$ cat config.mk
export PLATFORM = sky130hd
export DESIGN_NAME = approx_mult_share_arb
export DESIGN_NICKNAME = d
export VERILOG_FILES = /design/src/rtl/approx_mult_share_arb.sv
export SDC_FILE = /design/constraint.sdc
export NUM_CORES = 1
export LEC_CHECK = 0
export CAP_MARGIN = 5
export CORE_ASPECT_RATIO = 2
export CORE_MARGIN = 3
export CORE_UTILIZATION = 55
export DETAILED_ROUTE_END_ITERATION = 10
export PLACE_DENSITY = 0.95
export RECOVER_POWER = 50
export SLEW_MARGIN = 15
export SYNTH_ARGS = -nofsm -noshare
export SYNTH_HDL_FRONTEND = slang
export SYNTH_SLANG_ARGS = --single-unit
$ cat constraint.sdc
create_clock -name clk -period 7 [get_ports clk]
set_input_delay 0.7 -clock clk [delete_from_list [all_inputs] [get_ports clk]]
set_output_delay 0.7 -clock clk [all_outputs]
set_load 0.05 [all_outputs]
$ cat src/rtl/approx_mult_share_arb.sv
// Shares one 8x8 approximate multiplier among NREQ round-robin requesters; 2-stage pipe, tagged response.
// Optional macro APPROX_MULT_EXACT_BYPASS_EN adds a per-request exact-product bypass.
module approx_mult_share_arb #(
  parameter int NREQ = 2,
  parameter int IDW  = 2,
  parameter int CNTW = 16
) (
  input  logic                 clk,
  input  logic                 rst,
  input  logic [NREQ-1:0]      req_valid,
  output logic [NREQ-1:0]      req_ready,
  input  logic [8*NREQ-1:0]    req_x,
  input  logic [8*NREQ-1:0]    req_y,
`ifdef APPROX_MULT_EXACT_BYPASS_EN
  input  logic [NREQ-1:0]      req_exact,
  output logic                 resp_exact,
`endif
  output logic                 resp_valid,
  input  logic                 resp_ready,
  output logic [IDW-1:0]       resp_id,
  output logic [15:0]          resp_z,
  output logic [CNTW-1:0]      op_count
);

  // Truncated upper-nibble product plus OR/AND compensation of the dropped low nibble.
  function automatic logic [15:0] f_approx(input logic [7:0] x, input logic [7:0] y);
    logic [11:0] p;
    logic c0, c1, c2, c3, c4, c5;
    p  = {4'd0, y} * {8'd0, x[7:4]};
    c0 = (x[0] & y[7]) | (x[1] & y[6]);
    c1 = (x[2] & y[6]) | (x[3] & y[5]);
    c2 = (x[2] & y[5]) | (x[3] & y[4]);
    c3 = (x[2] & y[7]) | (x[3] & y[6]);
    c4 = (x[2] & y[7]) & (x[3] & y[6]);
    c5 = x[3] & y[7];
    return {p, 4'd0} + {7'd0, c0, 8'd0} + {7'd0, c1, 8'd0} + {7'd0, c2, 8'd0}
         + {6'd0, c3, 9'd0} + {5'd0, c4, 10'd0} + {5'd0, c5, 10'd0};
  endfunction

  logic [IDW-1:0]      r_ptr;
  logic                r_s1_vld, r_s2_vld;
  logic [7:0]          r_s1_x, r_s1_y;
  logic [IDW-1:0]      r_s1_id, r_s2_id;
  logic [15:0]         r_s2_z;
  logic [CNTW-1:0]     r_cnt;
  logic                r_s1_ex, r_s2_ex;

  logic [2*NREQ-1:0]   w_dbl;
  logic [NREQ-1:0]     w_rot;
  logic [IDW:0]        w_sum;
  logic [IDW-1:0]      w_win, w_ptr_nxt;
  logic                w_any, w_adv1, w_adv2, w_acc, w_ex;
  logic [7:0]          w_x, w_y;
  logic [15:0]         w_z;

  assign w_adv2 = !r_s2_vld | resp_ready;
  assign w_adv1 = !r_s1_vld | w_adv2;
  assign w_acc  = w_any & w_adv1 & !rst;

  // Rotate the request vector so bit 0 is the RR pointer; lowest set bit wins.
  always_comb begin
    w_dbl = {req_valid, req_valid} >> r_ptr;
    w_rot = w_dbl[NREQ-1:0];
    w_any = |w_rot;
    w_sum = '0;
    for (int k = NREQ-1; k >= 0; k--)
      if (w_rot[k]) w_sum = {1'b0, r_ptr} + (IDW+1)'(k);
    if (w_sum >= (IDW+1)'(NREQ)) w_sum = w_sum - (IDW+1)'(NREQ);
    w_win = w_sum[IDW-1:0];
  end

  assign w_ptr_nxt = (w_win == IDW'(NREQ-1)) ? '0 : w_win + IDW'(1);

  always_comb begin
    req_ready = '0;
    w_x       = '0;
    w_y       = '0;
    w_ex      = 1'b0;
    for (int i = 0; i < NREQ; i++) begin
      if (w_win == IDW'(i)) begin
        req_ready[i] = w_any & w_adv1 & !rst;
        w_x          = req_x[8*i +: 8];
        w_y          = req_y[8*i +: 8];
`ifdef APPROX_MULT_EXACT_BYPASS_EN
        w_ex         = req_exact[i];
`endif
      end
    end
  end

  always_comb begin
    w_z = f_approx(r_s1_x, r_s1_y);
`ifdef APPROX_MULT_EXACT_BYPASS_EN
    if (r_s1_ex) w_z = {8'd0, r_s1_x} * {8'd0, r_s1_y};
`endif
  end

  always_ff @(posedge clk) begin
    if (rst) begin
      r_ptr    <= '0;
      r_s1_vld <= 1'b0;
      r_s1_x   <= '0;
      r_s1_y   <= '0;
      r_s1_id  <= '0;
      r_s1_ex  <= 1'b0;
      r_s2_vld <= 1'b0;
      r_s2_z   <= '0;
      r_s2_id  <= '0;
      r_s2_ex  <= 1'b0;
      r_cnt    <= '0;
    end else begin
      if (w_adv2) begin
        r_s2_vld <= r_s1_vld;
        if (r_s1_vld) begin
          r_s2_z  <= w_z;
          r_s2_id <= r_s1_id;
          r_s2_ex <= r_s1_ex;
        end
      end
      if (w_adv1) r_s1_vld <= w_acc;
      if (w_acc) begin
        r_s1_x  <= w_x;
        r_s1_y  <= w_y;
        r_s1_id <= w_win;
        r_s1_ex <= w_ex;
        r_ptr   <= w_ptr_nxt;
        if (r_cnt != '1) r_cnt <= r_cnt + CNTW'(1);
      end
    end
  end

  assign resp_valid = r_s2_vld;
  assign resp_id    = r_s2_id;
  assign resp_z     = r_s2_z;
  assign op_count   = r_cnt;
`ifdef APPROX_MULT_EXACT_BYPASS_EN
  assign resp_exact = r_s2_ex;
`endif

endmodule

==> flow_metrics.py, run 1 <==
metrics = {
    "die": {
        "die_area_um2": 7470,
        "core_um2": 6110,
        "num_io_pins": 74,
        "row_count": 40,
        "die_w_um": 62.6,
        "initial_utilization_pct": 57.8,
        "die_h_um": 119,
    },
    "clock_network": {
        "cts_hold_buf": 0,
        "clk_pin_slew_ps": 70,
        "cts-htree-levels": 2,
        "cts_resized": 0,
        "clockBufferDepth": 2,
        "cts_sinks": 52,
        "cts_tree": "yes",
        "cts_buffers": 5,
        "cts_setup_buffers": 0,
        "clk_latency_ps": 300,
        "cts-root-buf": "clkbuf_16",
    },
    "power": {
        "leakage_nw": 2.00,
        "power_frac_comb_pct": 18.2,
        "ir_worst_vdd_mv": 0.202,
        "powerDensity_nw_per_um2": 162,
        "switching_power_w": 0.000213,
        "p_sw_share_pct": 30.0,
        "p_total_w": 0.000710,
        "internal-power_w": 0.000497,
        "power_frac_clock_pct": 36.3,
        "pwr-share-seq_pct": 45.5,
    },
    "synthesis": {
        "avgSynthCellArea_um2": 8.46,
        "synth_seq_area_share_pct": 29.5,
        "yosysTopAreaCellShare_pct": 29.5,
        "synthTopCellsByCount": "dfxtp_1 (52), nor2_1 (43), nand2_1 (42)",
        "synth_ff_type": "dfxtp_1",
        "synth_cells": 417,
        "synth_edf_count": 0,
        "post-synth-top-count-cell": "dfxtp_1",
        "async_flop_share_pct": 0,
        "synth_warnings": 0,
        "ys_ff_latch": 52,
        "synth_cell_type_count": 47,
        "netlist_area_um2": 3530,
        "synth_top_cell_by_area": "dfxtp_1",
        "synthTopCellsByArea": "dfxtp_1 (30%), ha_1 (9.6%), fa_1 (8.5%)",
    },
    "placed_design": {
        "dp_cells": 551,
        "gp_congestion": 0.898,
        "dpl_cell_area_um2": 4240,
        "io_buffers": 69,
        "hpwl_um": 6830,
    },
    "final_layout": {
        "finalNetCount": 553,
        "syn2layout_area_growth_pct": 24.5,
        "num-fill-cells": 453,
        "final_layout_size_suffix_gt1_share_pct": 3.58,
        "diodes": 0,
        "design_area_um2": 4390,
        "fin_cells": 559,
    },
    "setup_path": {
        "worstPathArrival_ps": 4950,
        "worstSetupEndpointType": "primary output",
        "cp_max_fo": 48,
        "critPathBufInv": 4,
        "reg2reg_depth": 18,
        "cp_slowest_cell": "clkbuf_1",
        "required_ps": 6300,
        "cp.depth": 7,
        "critPathLaunchType": "input pin",
        "critical-path-top-delay-family": "buffers and inverters",
        "worst-setup-path-type": "input pin to primary output",
        "worstPathCellList": "dlygate4sd3_1, clkbuf_1, inv_1, o211ai_4, or2_2, nor2_1, clkdlybuf4s50_1",
        "critPathMaxStageDelay_ps": 1540,
    },
    "grt": {
        "grt_start_max_net_pins": 49,
        "grt_pass1_wl_um": 14900,
        "track_usage_pct": 24.9,
        "grt_overflow": 0,
        "first_global_vias": 3265,
        "grt_antenna_before_repair": 0,
    },
    "hold_path": {
        "hp-class": "flip-flop to flip-flop",
        "holdPathStages": 2,
    },
    "timing": {
        "setup_tns_ps": 0,
        "min_period_ps": 5650,
        "fin_worst_skew_ps": 5.22,
        "period_share_pct": 80.7,
        "tightestPinTransition_ps": 2160,
        "max-slew-margin-rel_pct": -44.0,
        "drv_slew": 49,
        "finalHoldViolCount": 0,
        "setup_viol": 0,
        "rsz0062_at_grt": "no",
        "fmax_mhz": 177,
    },
    "drt": {
        "detail_route.first_pass.iterations": 4,
        "drt_iter0_markers": 128,
        "drc_errors": 0,
        "routed_via_density": 5.65,
        "postRouteAntennaNets": 0,
        "wl_per_cell_um": 15.7,
        "vias": 3158,
        "routed_wl_um": 8800,
    },
    "status": {
        "violations": "capacitance limit, slew limit",
        "status": "complete, but fails checks",
    },
    "job": {
        "drv_cap": 1,
    },
}
-- cells by family (layout without fill, tap and decap cells) --
logic type	after synthesis	count (layout)	share of synthesized area, %
buffers and inverters	45	100	5.35
DFF	52	52	29.5
other	1	4	0.106
muxes	19	19	5.43
adders and majority gates	42	42	18.1
and+or+nand+nor	162	162	23.0
AOI/OAI and AO/OA	76	76	13.6
xor gates and xnor gates	20	20	4.96
-- cell type report --
type	count	area [um2]	area share, %
clock buffer	5	125	2.85
clock inverter	3	26.3	0.598
inverter	21	78.8	1.79
multi-input combinational	323	2310	52.7
tap	84	105	2.39
sequential	52	1040	23.7
timing repair buffer	71	702	16.0
-- power by group through the flow --
stage | registers, W | clock network [W] | logic [W]
2_1_floorplan | 0.000340 | 0 | 0.0000723
3_3_place_gp | 0.000329 | 0 | 0.000128
3_5_place_dp | 0.000329 | 0 | 0.000131
4_1_cts | 0.000322 | 0.000258 | 0.000132
5_1_grt | 0.000325 | 0.000270 | 0.000142
6_report | 0.000323 | 0.000258 | 0.000129
-- routing by layer --
| metal | vias up | wire length (um) | GRT usage, % |
|---|---|---|---|
| li1 | 1539 | - | - |
| met1 | 1525 | 3110 | 24.7 |
| met2 | 72 | 5150 | 49.3 |
| met3 | 22 | 262 | 3.40 |
| met4 | 0 | 278 | 11.2 |
| met5 | - | 0 | 0 |
-- placed cells by master, fill, tap and decap left out, types with 6 or more instances in the layout --
master	instances
dfxtp_1	52
nor2_1	43
nand2_1	42
clkdlybuf4s50_1	37
a21oi_1	36
dlygate4sd3_1	32
ha_1	27
and2_1	23
inv_1	21
mux2i_1	18
nor3_1	16
fa_1	15
xor2_1	12
o21ai_0	9
xnor2_1	8
nand4_1	8
a211oi_1	7
and3_1	6
-- through the flow --
stage,util [%],hold WS (ps),worst slack (ps)
CTS,72.0,461,1810
global placement,69.5,438,2040
detailed placement,69.5,451,1840
global route,71.9,495,1060
floorplan,-,425,2190
finish,71.9,456,1350
-- state kept, by name, indices dropped and copies added (netlist names) --
| register | cells |
|---|---|
| resp_valid | 1 |
| r_s1_x | 8 |
| resp_z | 12 |
| r_s1_vld | 1 |
| r_s1_y | 8 |
| resp_id | 2 |
| r_s1_id | 2 |
| r_ptr | 2 |
| op_count | 16 |
-- worst min-delay path, delay by kind of cell (launching register included) --
family,cells,cell delay (ps)
flip-flops,1,310
AND/OR/NAND/NOR,1,50
AO/OA/AOI/OAI,1,50
-- worst paths after layout --
| kind | slack [ps] | endpoint | startpoint |
|---|---|---|---|
| worst max-delay path | 1350 | req_ready[1] | rst |
| worst min-delay path | 460 | resp_z[10] | resp_z[10] |
| worst max register to register | 1740 | resp_z[15] | r_s1_x[7] |
| worst min register to register | 460 | resp_z[10] | resp_z[10] |
No activity file was read; power rests on OpenSTA's default activity.
==> inputs of run 2 (changes only) <==
--- a/config.mk
+++ b/config.mk
@@ -8,9 +8,9 @@
 export CAP_MARGIN = 5
 export CORE_ASPECT_RATIO = 2
 export CORE_MARGIN = 3
-export CORE_UTILIZATION = 55
+export CORE_UTILIZATION = 52
 export DETAILED_ROUTE_END_ITERATION = 10
-export PLACE_DENSITY = 0.95
+export PLACE_DENSITY = 0.93
 export RECOVER_POWER = 50
 export SLEW_MARGIN = 15
 export SYNTH_ARGS = -nofsm -noshare
==> constraint.sdc (replaced) <==
create_clock -name clk -period 5.3 [get_ports clk]
set_input_delay 0.53 -clock clk [delete_from_list [all_inputs] [get_ports clk]]
set_output_delay 0.53 -clock clk [all_outputs]
set_load 0.05 [all_outputs]
==> flow_metrics.py, run 2 (synthesis gave the netlist of run 1 again) <==
metrics = {
    "setup_path": {
        "cp_max_fo": 9,
        "reg2reg_depth": 18,
        "critPathLaunchType": "flip-flop",
        "worstSetupEndpointType": "flip-flop",
        "rrSetupSlack_ps": 250,
        "critPathMaxStageDelay_ps": 560,
        "worst_path_most_repeated_cell": "fa_1",
        "required_ps": 5480,
        "worst-setup-path-type": "flip-flop to flip-flop",
        "worstPathCellList": "nand2_1, fa_1, inv_1, fa_1, inv_1, fa_1, nor2b_1, o21a_1, nor2_1, xnor2_1, fa_1, ha_1, fa_1, a21o_1, a21oi_1, nor3_1, a311oi_1, a211oi_1",
        "worstPathArrival_ps": 5230,
        "r2r-start": "r_s1_x[7]",
        "rr_endpoint": "resp_z[15]",
        "cp_slowest_cell": "fa_1",
    },
    "clock_network": {
        "cts-root-buf": "clkbuf_16",
        "cts-htree-levels": 2,
        "cts_hold_buf": 0,
        "clockBufferDepth": 2,
        "cts_tree": "yes",
        "clk_latency_ps": 300,
        "clk_pin_slew_ps": 80,
        "cts_buffers": 5,
        "cts_sinks": 52,
    },
    "placed_design": {
        "io_buffers": 69,
        "dp_cells": 554,
        "hpwl_um": 6780,
        "gp_congestion": 0.856,
        "pre_cts_ws_ps": 169,
    },
    "hold_path": {
        "holdPathEnd": "resp_id[0]",
        "holdPathStages": 2,
        "holdCritStartpoint": "resp_id[0]",
        "hp-class": "flip-flop to flip-flop",
    },
    "final_layout": {
        "layout_common_cells": "dfxtp_1 (49), nor2_1 (43), nand2_1 (42)",
        "diodes": 0,
        "fin_util_pct": 67.9,
        "finalNetCount": 554,
        "final_layout_size_suffix_gt1_share_pct": 4.20,
        "fin_cells": 562,
        "layout.cells.most_common": "dfxtp_1",
        "syn2layout_area_growth_pct": 24.5,
        "largest_register_ffs": 16,
    },
    "grt": {
        "grt_pass1_wl_um": 14700,
        "grt_antenna_before_repair": 0,
        "grt_start_max_net_pins": 49,
        "first_global_vias": 3254,
        "track_usage_pct": 23.8,
        "grt_overflow": 0,
    },
    "die": {
        "die_area_um2": 7870,
        "row_count": 41,
        "die_h_um": 122,
        "num_io_pins": 74,
        "core_um2": 6460,
        "die_w_um": 64.2,
        "initial_utilization_pct": 54.6,
    },
    "drt": {
        "drt_iter0_markers": 129,
        "routed_wl_um": 8870,
        "wl_per_cell_um": 15.8,
        "vias": 3173,
        "detail_route.first_pass.iterations": 4,
        "routed_via_density": 5.65,
        "postRouteAntennaNets": 0,
        "drc_errors": 0,
    },
    "status": {
        "violations": "capacitance limit, slew limit",
        "status": "complete, but fails checks",
    },
    "timing": {
        "setup_tns_ps": 0,
        "max-slew-margin-rel_pct": -61.8,
        "rsz0062_at_grt": "no",
        "fin_worst_skew_ps": 9.23,
        "min_period_ps": 5050,
        "fmax_mhz": 198,
        "period_share_pct": 95.3,
        "setup_viol": 0,
        "tightestPinTransition_ps": 2420,
        "drv_slew": 38,
        "finalHoldViolCount": 0,
        "fin_ws_ps": 251,
    },
    "power": {
        "powerDensity_nw_per_um2": 211,
        "ir_worst_vdd_mv": 0.222,
        "leakage_nw": 2.01,
    },
    "job": {
        "drv_cap": 1,
    },
}
run 2: what timing repair did:
item,4_1_cts,5_1_grt
buffers inserted,0,0
endpoints found under the setup margin,0,1
resized for setup,0,3
run 2: worst max-delay path by stage:
stage,from,end,slack (ps),cells after the start
floorplan,r_s1_x[7],resp_z[15],490,19
CTS,r_s1_x[7],resp_z[15],140,18
global placement,r_s1_x[7],resp_z[15],330,18
detailed placement,r_s1_x[7],resp_z[15],170,18
finish,r_s1_x[7],resp_z[15],250,18
global route,r_s1_x[7],resp_z[15],40,18
run 2: layout make-up:
cell class	count	area, um2
Multi-Input combinational cell	323	2300
Clock inverter	3	26.3
Timing Repair Buffer	72	713
Inverter	21	78.8
Fill cell	513	2070
Clock buffer	5	125
Tap cell	86	108
Sequential cell	52	1040
run 2: layer usage:
metal	part of all wire [%]	wire length [um]	track usage, %
met1	36	3170	23.2
met3	3.4	302	2.75
met4	4.0	352	12.7
met2	57	5040	46.9
met5	0	0	0
run 2: where the power goes:
part / total (W) / internal (W) / switching (W) / leakage [nW]
registers: 0.000426 / 0.000407 / 0.0000191 / 0.425
logic: 0.000170 / 0.0000703 / 0.0000998 / 1.51
clock network: 0.000332 / 0.000178 / 0.000154 / 0.0680
run 2: through the flow:
step | instance area, um2 | total power (W) | hold WS, ps
finish | 4390 | 0.000929 | 463
CTS | 4410 | 0.000936 | 466
detailed placement | 4250 | 0.000607 | 448
floorplan | 3540 | 0.000544 | 425
global placement | 4250 | 0.000603 | 439
global route | 4390 | 0.000966 | 479
run 2: worst max-delay path, delay by kind of cell, from the launching register on:
kind            cells  cell delay [ps]
flops               1              410
xor+xnor            1              260
compound gates      5              880
buf+inv             2              120
fa+ha+maj           6             2840
simple gates        4              420
==> inputs of run 3 (changes only) <==
--- a/config.mk
+++ b/config.mk
@@ -12,6 +12,7 @@
 export DETAILED_ROUTE_END_ITERATION = 10
 export PLACE_DENSITY = 0.93
 export RECOVER_POWER = 50
+export REMOVE_ABC_BUFFERS = 1
 export SLEW_MARGIN = 15
 export SYNTH_ARGS = -nofsm -noshare
 export SYNTH_HDL_FRONTEND = slang
==> flow_metrics.py, run 3 (synthesis gave the netlist of run 1 again) <==
metrics = {
    "die": {
        "num_io_pins": 74,
        "die_w_um": 64.2,
        "row_count": 41,
        "initial_utilization_pct": 54.6,
        "die_area_um2": 7870,
        "die_h_um": 122,
        "core_um2": 6460,
    },
    "setup_path": {
        "worst_path_most_repeated_cell": "fa_1",
        "critPathBufInv": 2,
        "required_ps": 5480,
        "worstPathArrival_ps": 5200,
        "critPathLaunchType": "flip-flop",
        "rrSetupSlack_ps": 280,
        "critPathMaxStageDelay_ps": 570,
        "worstPathCellList": "nand2_1, fa_1, inv_1, fa_1, inv_1, fa_1, nor2b_1, o21a_1, nor2_1, xnor2_2, fa_1, ha_1, fa_1, a21o_1, a21oi_2, nor3_1, a311oi_1, a211oi_1",
        "critical-path-top-delay-family": "adder cells",
        "cp_max_fo": 5,
        "worst-setup-path-type": "flip-flop to flip-flop",
        "cp_slowest_cell": "fa_1",
        "worstSetupEndpointType": "flip-flop",
    },
    "clock_network": {
        "clk_pin_slew_ps": 70,
        "clk_latency_ps": 300,
        "cts_tree": "yes",
        "cts_sinks": 52,
        "cts-root-buf": "clkbuf_16",
        "cts-htree-levels": 2,
        "clockBufferDepth": 2,
        "cts_buffers": 5,
    },
    "drt": {
        "drt_iter0_markers": 102,
        "postRouteAntennaNets": 0,
        "routed_wl_um": 8990,
        "vias": 3158,
        "routed_via_density": 5.61,
        "wl_per_cell_um": 16.0,
        "drc_errors": 0,
        "detail_route.first_pass.iterations": 4,
    },
    "timing": {
        "fin_worst_skew_ps": 8.36,
        "fmax_mhz": 199,
        "fin_ws_ps": 280,
        "setup_tns_ps": 0,
        "drv_slew": 86,
        "setup_viol": 0,
        "max-slew-margin-rel_pct": -67.9,
        "min_period_ps": 5020,
        "period_share_pct": 94.7,
        "tightestPinTransition_ps": 2510,
        "finalHoldViolCount": 0,
    },
    "status": {
        "status": "complete, but fails checks",
        "violations": "capacitance limit, slew limit",
    },
    "placed_design": {
        "hpwl_um": 6900,
        "pre_cts_ws_ps": 131,
        "gp_congestion": 0.922,
        "dp_cells": 555,
        "io_buffers": 69,
    },
    "final_layout": {
        "num-fill-cells": 516,
        "diodes": 0,
        "layout.cells.most_common": "dfxtp_1",
        "final_layout_size_suffix_gt1_share_pct": 4.61,
        "syn2layout_area_growth_pct": 24.8,
        "fin_cells": 563,
        "finalNetCount": 555,
        "layout_common_cells": "dfxtp_1 (50), nor2_1 (43), nand2_1 (42)",
        "largest_register_ffs": 16,
    },
    "power": {
        "ir_worst_vdd_mv": 0.215,
        "leakage_nw": 2.02,
        "powerDensity_nw_per_um2": 212,
    },
    "grt": {
        "track_usage_pct": 24.1,
        "grt_antenna_before_repair": 0,
        "grt_start_max_net_pins": 48,
        "grt_pass1_wl_um": 14900,
        "first_global_vias": 3249,
        "grt_overflow": 0,
    },
    "hold_path": {
        "hp-class": "flip-flop to flip-flop",
    },
    "job": {
        "drv_cap": 2,
    },
}
[run 3: routing by layer]
layer	vias up	GRT usage [%]	share of wire [%]	wire (um)
met5	-	0	0	0
met1	1500	22.7	34	3090
met4	0	11.1	2.7	244
met2	91	49.1	60	5360
li1	1549	-	-	-
met3	18	3.30	3.3	301
[run 3: layout make-up]
type / instances / area [um2] / share of cell area, %
Timing Repair Buffer: 73 / 717 / 16.3
Tap cell: 86 / 108 / 2.44
Inverter: 21 / 78.8 / 1.79
Sequential cell: 52 / 1040 / 23.7
Clock inverter: 3 / 21.3 / 0.483
Clock buffer: 5 / 125 / 2.84
Multi-Input combinational cell: 323 / 2310 / 52.5
[run 3: power by group]
group | internal (W) | switching [W]
Combinational | 0.0000712 | 0.000101
Sequential | 0.000407 | 0.0000186
Clock | 0.000176 | 0.000158
[run 3: metrics by stage]
stage / hold WS (ps) / power, W / instance area (um2) / util [%]
2_1_floorplan: 425 / 0.000535 / 3430 / -
3_3_place_gp: 438 / 0.000603 / 4260 / 65.9
4_1_cts: 456 / 0.000938 / 4410 / 68.2
5_1_grt: 473 / 0.000965 / 4400 / 68.1
6_report: 450 / 0.000933 / 4400 / 68.1
3_5_place_dp: 447 / 0.000609 / 4260 / 65.9
[run 3: repair_timing]
| action | 4_1_cts | 5_1_grt |
|---|---|---|
| setup endpoints to repair | 0 | 1 |
| hold endpoints to repair | 0 | 0 |
| hold buffers | 0 | 0 |
| setup buffers | 0 | 0 |
| gates resized for setup | 0 | 4 |
[run 3: path summary, 6_finish.rpt]
path                   start          to  depth (start not counted)
setup reg to reg   r_s1_y[0]  resp_z[15]                         18
setup / recovery   r_s1_y[0]  resp_z[15]                         18
hold reg to reg   resp_z[12]  resp_z[12]                          2
hold / removal    resp_z[12]  resp_z[12]                          2
[run 3: worst min-delay path: cells and delay by family, from the launching register on]
kind            cells  cell delay [ps]
simple gates        1               50
compound gates      1               50
flops               1              310
